$ cat src/rtl/mic_fir_arbiter.sv
// Round-robin arbiter sharing one FIR across N_CH mic channels, with a tag FIFO steering results back.
// Optional: define MIC_ARB_TAG_CHECK_EN to enable the sticky tag_err flag.
module mic_fir_arbiter #(
    parameter int N_CH      = 4,
    parameter int IN_W      = 24,
    parameter int OUT_W     = 16,
    parameter int TAG_DEPTH = 16
) (
    input  logic                  clk_in,
    input  logic                  rst_n_in,
    input  logic [N_CH*IN_W-1:0]  s_tdata,
    input  logic [N_CH-1:0]       s_tvalid,
    output logic [N_CH-1:0]       s_tready,
    output logic [IN_W-1:0]       fir_tdata,
    output logic                  fir_tvalid,
    input  logic                  fir_tready,
    input  logic [OUT_W-1:0]      fir_res_tdata,
    input  logic                  fir_res_tvalid,
    output logic [N_CH*OUT_W-1:0] ch_data,
    output logic [N_CH-1:0]       ch_valid,
    output logic                  busy,
    output logic                  tag_err
);

    localparam int CH_W  = (N_CH > 1) ? $clog2(N_CH) : 1;
    localparam int PTR_W = $clog2(TAG_DEPTH);
    localparam int CNT_W = PTR_W + 1;

    typedef enum logic {S_IDLE, S_HOLD} state_t;

    state_t                  r_state;
    logic [CH_W-1:0]         r_last_grant;
    logic [IN_W-1:0]         r_fir_tdata;
    logic                    r_fir_tvalid;
    logic [CH_W-1:0]         r_tags [TAG_DEPTH];
    logic [PTR_W-1:0]        r_wptr;
    logic [PTR_W-1:0]        r_rptr;
    logic [CNT_W-1:0]        r_count;
    logic [N_CH*OUT_W-1:0]   r_ch_data;
    logic [N_CH-1:0]         r_ch_valid;

    logic [CH_W-1:0]         w_grant;
    logic                    w_found;
    logic                    w_full;
    logic                    w_empty;
    logic                    w_can_issue;
    logic                    w_push;
    logic                    w_pop;
    logic [CH_W-1:0]         w_tag;

    assign w_full      = (r_count == CNT_W'(TAG_DEPTH));
    assign w_empty     = (r_count == '0);
    assign w_can_issue = ((r_state == S_IDLE) || fir_tready) && !w_full;
    assign w_push      = w_found && w_can_issue;
    assign w_pop       = fir_res_tvalid && !w_empty;
    assign w_tag       = r_tags[r_rptr];

    // Descending scan so the nearest requester after last_grant is the one left assigned.
    always_comb begin
        w_grant = '0;
        w_found = 1'b0;
        for (int k = N_CH; k >= 1; k--) begin
            if (s_tvalid[(int'(r_last_grant) + k) % N_CH]) begin
                w_grant = CH_W'((int'(r_last_grant) + k) % N_CH);
                w_found = 1'b1;
            end
        end
    end

    assign s_tready = w_push ? (N_CH'(1) << w_grant) : '0;

    always_ff @(posedge clk_in or negedge rst_n_in) begin
        if (!rst_n_in) begin
            r_state      <= S_IDLE;
            r_fir_tvalid <= 1'b0;
            r_fir_tdata  <= '0;
            r_last_grant <= CH_W'(N_CH - 1);
        end else if (w_push) begin
            r_state      <= S_HOLD;
            r_fir_tvalid <= 1'b1;
            r_fir_tdata  <= s_tdata[int'(w_grant)*IN_W +: IN_W];
            r_last_grant <= w_grant;
        end else if ((r_state == S_HOLD) && fir_tready) begin
            r_state      <= S_IDLE;
            r_fir_tvalid <= 1'b0;
        end
    end

    // Tag storage needs no reset: occupancy is tracked by r_count alone.
    always_ff @(posedge clk_in) begin
        if (w_push) begin
            r_tags[r_wptr] <= w_grant;
        end
    end

    always_ff @(posedge clk_in or negedge rst_n_in) begin
        if (!rst_n_in) begin
            r_wptr  <= '0;
            r_rptr  <= '0;
            r_count <= '0;
        end else begin
            if (w_push) begin
                r_wptr <= r_wptr + 1'b1;
            end
            if (w_pop) begin
                r_rptr <= r_rptr + 1'b1;
            end
            case ({w_push, w_pop})
                2'b10:   r_count <= r_count + 1'b1;
                2'b01:   r_count <= r_count - 1'b1;
                default: r_count <= r_count;
            endcase
        end
    end

    always_ff @(posedge clk_in or negedge rst_n_in) begin
        if (!rst_n_in) begin
            r_ch_data  <= '0;
            r_ch_valid <= '0;
        end else begin
            r_ch_valid <= '0;
            if (w_pop) begin
                r_ch_data[int'(w_tag)*OUT_W +: OUT_W] <= fir_res_tdata;
                r_ch_valid[w_tag]                     <= 1'b1;
            end
        end
    end

`ifdef MIC_ARB_TAG_CHECK_EN
    logic r_tag_err;

    // Push-while-full cannot occur through s_tready; it guards against internal corruption.
    always_ff @(posedge clk_in or negedge rst_n_in) begin
        if (!rst_n_in) begin
            r_tag_err <= 1'b0;
        end else if ((fir_res_tvalid && w_empty) || (w_push && w_full)) begin
            r_tag_err <= 1'b1;
        end
    end

    assign tag_err = r_tag_err;
`else
    assign tag_err = 1'b0;
`endif

    assign fir_tdata  = r_fir_tdata;
    assign fir_tvalid = r_fir_tvalid;
    assign ch_data    = r_ch_data;
    assign ch_valid   = r_ch_valid;
    assign busy       = !w_empty || r_fir_tvalid;

endmodule

$ cat config.mk
export PLATFORM = sky130hd
export DESIGN_NAME = mic_fir_arbiter
export DESIGN_NICKNAME = d
export VERILOG_FILES = /design/src/rtl/mic_fir_arbiter.sv
export SDC_FILE = /design/constraint.sdc
export NUM_CORES = 1
export LEC_CHECK = 0
export BUFFER_PORTS_ARGS = -buffer_cell sky130_fd_sc_hd__buf_2
export CAP_MARGIN = 20
export CORE_AREA = 2 2 123 125
export CTS_CLUSTER_SIZE = 28
export DETAILED_ROUTE_END_ITERATION = 6
export DIE_AREA = 0 0 125 127
export HOLD_SLACK_MARGIN = 0.08
export PLACE_DENSITY = 0.76
export SLEW_MARGIN = 30
export SYNTH_ARGS = -nofsm -noshare
export SYNTH_HDL_FRONTEND = slang
export SYNTH_SLANG_ARGS = --single-unit
$ cat constraint.sdc
create_clock -name clk_in -period 3.3 [get_ports clk_in]
set_input_delay 0.165 -clock clk_in [delete_from_list [all_inputs] [get_ports clk_in]]
set_output_delay 0.165 -clock clk_in [all_outputs]
set_load 0.03 [all_outputs]
# == Word-level counts from Yosys, hierarchy flattened ==
# Memories as Yosys holds them, arrays and structs flattened.
# Cells that the tools add are included.
# op_classes
add_sub_neg,9
n_mul,1
order_cmp,6
eq_ne,3
shifts,4
n_mux,30
bitwise,5
n_reduce_logical,16
# op_table
op,n
indexed part select 96 x 8 -> 24 bit,1
bitwise mux 64 bit,1
variable shift 16 x 33 -> 64 bit (first input constant),1
indexed part select 16 x 33 -> 64 bit,1
negation 6 -> 33 bit,1
2-to-1 mux 1 bit,17
< comparator 3 x 4 -> 1 bit (second input constant),4
one-hot mux 5 bit (2 select lines),1
adder 4 x 1 -> 4 bit (second input constant),2
binary-select mux 1 bit (select 2 bit),4
2-to-1 mux 2 bit,4
2-to-1 mux 4 bit,2
OR reduction 2 bit,4
adder 5 x 1 -> 5 bit (second input constant),1
== test 5 bit (second input constant),1
logical AND 1 bit,5
logical NOT 5 bit,1
subtractor 5 x 1 -> 5 bit (second input constant),1
adder 2 x 1 -> 2 bit (second input constant),2
adder 2 bit (second input constant),2
AND 1 bit (first input constant),4
multiplier 2 x 2 -> 4 bit (second input constant),1
nonzero test 2 bit,2
<< shifter 1 x 2 -> 4 bit (first input constant),1
8 further kinds,10
# totals
regBits,108
ram_bits,32
output_inout_bits,99
memories,1
# memory_table
memory,words,word_bits,read_ports,rd_ports_with_merged_regs,write_ports,line,text
r_tags,16,2,1,0,1,35,logic [CH_W-1:0] r_tags [TAG_DEPTH];

# == Logic depth before layout (Yosys ltp) ==
# logic_depth
depth_word,13
ltp_mapped,13

# == Least setup slack after synthesis ==
# OpenSTA, ideal clock, no wires.
# synth_timing
kind,register -> register
from,register r_rptr[0]
to,"register r_ch_data[48], in the netlist ch_data[48]"
setup_time_ns,0.066
t_arrival_ns,3.061
setup_slack_ns,0.173
path_stages_with_launch,10
n_path_buf,2
period_less_slack_ns,3.127
cell_sequence,dfrtp_1 buf_6 mux4_1 mux4_2 inv_1 ha_1 or4_1 o2bb2ai_2 buf_2 a22o_1
# synth_via
elab_chain_len,4
word_cells_on_any_way,5
cone_classes,add/sub: 1; shift: 2; mux: 1; memory: 1
# synth_rtl
item,line,text
"start, declared",37,logic [PTR_W-1:0] r_rptr;
"start signal, assigned",106,r_rptr <= r_rptr + 1'b1;
memory (16 x 2 bit) (*),--,
negation 6 -> 33 bit (*),123,r_ch_data[int'(w_tag)*OUT_W +: OUT_W] <= fir_res_tdata;
indexed part select 16 x 33 -> 64 bit or variable shift 16 x 33 -> 64 bit (tied branches),123,
bitwise mux 64 bit (*),123,
"end signal, assigned by index",123,
"end, declared",39,logic [N_CH*OUT_W-1:0] r_ch_data;
# Every way passes the cells marked *; elsewhere a longest branch is shown, timed or not.
# A chain may end at the register's enable or synchronous reset.

# == Final worst setup path ==
# layout_timing
from,register r_rptr[0]
to,"register r_ch_data[55], in the netlist ch_data[55]"
# Same word-level chain as after synthesis.

==> flow_metrics.py <==
metrics = {
    "run_status": {
        "run_status": "completed",
    },
    "timing": {
        "clock.fmax_mhz": 316,
        "final_clock_skew_ns": 0.00708,
        "grt_setup_unrepaired": "false",
        "finalWorstPathRequiredPeriod_ns": 3.16,
        "post-route-period-util": 0.958,
        "post-route-worst-setup-slack_ns": 0.138,
        "worst_pin_slew_ns": 0.869,
        "setup-tns-final_ns": 0,
        "timing.final.setup_violations": 0,
        "final_max_slew_viol_count": 0,
        "maxSlewHeadroom": 0.416,
        "final_hold_vios": 0,
    },
    "route": {
        "drt_wl_total_mm": 17.7,
        "detail_route.wl_per_cell_um": 18.4,
        "drt-vias-per-instance": 5.62,
        "drt_pass1_iterations": 5,
        "drc": 0,
        "postRouteAntennaNets": 0,
        "route.vias.total": 5404,
        "drt_iter0_markers": 444,
    },
    "pwr": {
        "powerDensity_nw_per_um2": 1020,
        "clock_power_share": 0.226,
        "totalPowerFinal_mw": 8.79,
        "vdd_ir_drop_max_uv": 496,
        "switching_share_of_power": 0.418,
        "cell_internal_pwr_mw": 5.12,
        "p_leak_nw": 4.18,
        "switchingPower_mw": 3.67,
        "power.share.combinational": 0.451,
        "pwr-share-seq": 0.323,
    },
    "synth": {
        "synthesis.area_per_instance_um2": 12.5,
        "synthAdderAreaFrac": 0.0287,
        "multiplexer_share_of_the_synthesized_area": 0.0821,
        "ys_dominant_reg_cell": "sky130_fd_sc_hd__dfrtp_1",
        "yosys.area_share.simple": 0.106,
        "mappedNetlistNets": 660,
        "ys_seq_elements": 140,
        "combinational_family_with_the_most_area_after_synthesis": "compound AO/OA/AOI/OAI gates",
        "synth-compound-area-share": 0.171,
        "postSynth.asyncResetShare": 0.771,
        "synthesis.area_um2": 6550,
        "synth-seq-area-share": 0.560,
        "synth_xor_area_frac": 0.0160,
        "netlist_instances": 525,
        "ys_types": 59,
        "yosys_warnings": 0,
        "synth_enable_flop_cells": 32,
    },
    "final_layout": {
        "most-common-layout-cells": "sky130_fd_sc_hd__buf_2, sky130_fd_sc_hd__dfrtp_1, sky130_fd_sc_hd__a22o_1",
        "final_nets": 899,
        "drive_gt1_frac": 0.384,
        "n_fill_cell": 1153,
        "final_common_cell": "sky130_fd_sc_hd__buf_2",
        "area_growth_pct": 32.2,
        "diodes": 0,
    },
    "global_routing": {
        "grt_antenna_before_repair": 0,
        "grt_pass1_vias": 5499,
        "global_route.overflow_total": 0,
        "grt_start_max_net_pins": 64,
        "grt_first_pass_wirelength_mm": 28.4,
        "total_routing_resource_utilization_after_global_routing": 0.225,
    },
    "cts": {
        "cts_max_level": 4,
        "clkLatencyLatePin_ns": 0.41,
        "cts_clk_pin_slew_worst_paths_ns": 0.06,
        "tritoncts_num_sinks": 140,
        "cts-buffers-inserted": 17,
        "clock_tree.root_cell": "sky130_fd_sc_hd__clkbuf_16",
        "tritoncts": "yes",
        "max-clock-path-buffers": 2,
    },
    "floorplanning": {
        "std_cell_rows": 44,
        "floorplan.core_area_um2": 14400,
        "initial_utilization": 0.454,
        "chipWidth_um": 125,
        "design.portCount": 219,
        "die_height_um": 127,
        "fp.dieArea_um2": 15900,
    },
    "worst_setup_path": {
        "crit_path_max_fanout": 16,
        "critPathKind": "flop to flop",
        "critical_path_arrival_ns": 3.51,
        "crit_path_start_kind": "flop",
        "category_of_the_worst_setup_path_capture_point": "flop",
        "required_ns": 3.65,
    },
    "place": {
        "gp_congestion": 0.933,
        "placement.setup.worst_slack_ns": 0.0137,
        "post-dp-hpwl_mm": 12.6,
        "port_buffers": 217,
    },
    "flow_run": {
        "drv.max_cap_violation_count": 0,
    },
    "hold_path": {
        "worst_hold_class": "primary input to flop",
    },
}
## power by group through the flow
stage               combinational, mW  sequential, mW  clock, mW
finish                           3.96            2.84       1.99
global route                     4.26            2.92       2.09
CTS                              3.96            2.84       2.01
detailed placement               3.91            2.86          0
global placement                 3.77            2.83          0
floorplan                        2.11            3.53          0
## repair_timing
action                                 in CTS  in global routing
gates resized for setup                     1                  2
endpoints found under the hold margin     123                  0
buffers inserted                            0                  2
pin swaps                                   0                  1
setup endpoints to repair                  32                 33
hold buffers                               18                  0
## kinds of logic after synthesis
kind of cell / Yosys count
fa+ha+maj: 15
xor+xnor: 12
simple gates: 133
mux: 39
flops: 140
buf+inv: 47
other cells: 1
compound gates: 138
## cell usage after synthesis, types with 3 or more instances
master	instances	area, µm²
sky130_fd_sc_hd__xnor2_1	6	52.6
sky130_fd_sc_hd__dfrtp_1	106	2650
sky130_fd_sc_hd__nand2b_1	4	25.0
sky130_fd_sc_hd__mux2i_1	26	260
sky130_fd_sc_hd__edfxtp_1	32	961
sky130_fd_sc_hd__nor3_1	29	145
sky130_fd_sc_hd__nand2_1	33	124
sky130_fd_sc_hd__mux4_1	4	105
sky130_fd_sc_hd__ha_1	15	188
sky130_fd_sc_hd__xor2_1	6	52.6
sky130_fd_sc_hd__o21ai_0	3	15.0
sky130_fd_sc_hd__buf_4	4	30.0
sky130_fd_sc_hd__a21oi_1	5	25.0
sky130_fd_sc_hd__a22o_1	64	561
sky130_fd_sc_hd__clkbuf_1	19	71.3
sky130_fd_sc_hd__buf_6	3	33.8
sky130_fd_sc_hd__inv_1	9	33.8
sky130_fd_sc_hd__buf_2	6	30.0
sky130_fd_sc_hd__and3_1	5	31.3
sky130_fd_sc_hd__nor4_1	3	18.8
sky130_fd_sc_hd__a211oi_1	48	360
sky130_fd_sc_hd__o21a_1	4	30.0
sky130_fd_sc_hd__mux4_2	5	113
sky130_fd_sc_hd__and2_1	14	87.6
sky130_fd_sc_hd__nor2_1	28	105
## final timing paths
kind / slack [ns] / to / start / depth (start not counted)
worst max register to register: 0.14 / ch_data[55] / r_rptr[0] / 8
worst min-delay path: 0.09 / fir_tdata[8] / s_tdata[80] / 3
worst max-delay path: 0.14 / ch_data[55] / r_rptr[0] / 8
max in group asynchronous: 2.05 / r_last_grant[0] / rst_n_in / 3
worst min register to register: 0.50 / ch_data[10] / ch_data[10] / 1
min in group asynchronous: 0.39 / ch_data[43] / rst_n_in / 2
## routing by layer
| layer | up-vias | routed length (µm) | track usage |
|---|---|---|---|
| met5 | - | 0 | 0 |
| met4 | 0 | 492 | 0.0987 |
| met3 | 30 | 1250 | 0.0549 |
| met2 | 262 | 8880 | 0.395 |
| met1 | 2646 | 7060 | 0.265 |
| li1 | 2466 | - | - |
## per-stage QoR
step                       util  cells  hold slack [ns]  cell area [µm²]
after floorplan               -    525           -0.131             6550
after global placement    0.543    909            0.294             7830
after detailed placement  0.543    909            0.306             7830
after CTS                 0.599    959           0.0804             8640
after global routing      0.601    961           0.0915             8660
final                     0.601    961           0.0880             8660
## registers in the layout, indices dropped and copies added, names as in the netlist
signal	cells
ch_data	64
r_tags	32
fir_tdata	24
r_count	5
ch_valid	4
r_rptr	4
r_wptr	4
r_last_grant	2
fir_tvalid	1
## layout make-up
cell class              count  area (µm²)  share of cell area
flip-flops and latches    140        3670               0.423
multi-input cells         338        2670               0.308
repair buffers            256        1430               0.165
clock buffers              19         464              0.0536
well taps                 184         230              0.0266
clock inverters            13         160              0.0185
inverters                  11        42.5             0.00491
## critical path: stages (launching register included)
cell and delay [ns]:
sky130_fd_sc_hd__dfrtp_2 0.45, sky130_fd_sc_hd__mux4_1 0.61, sky130_fd_sc_hd__mux4_2 0.54, sky130_fd_sc_hd__inv_1 0.14
sky130_fd_sc_hd__ha_1 0.29, sky130_fd_sc_hd__or4_1 0.54, sky130_fd_sc_hd__o2bb2ai_2 0.16, sky130_fd_sc_hd__buf_6 0.20
sky130_fd_sc_hd__a22o_1 0.16
Power figures use the tool's default switching activity.
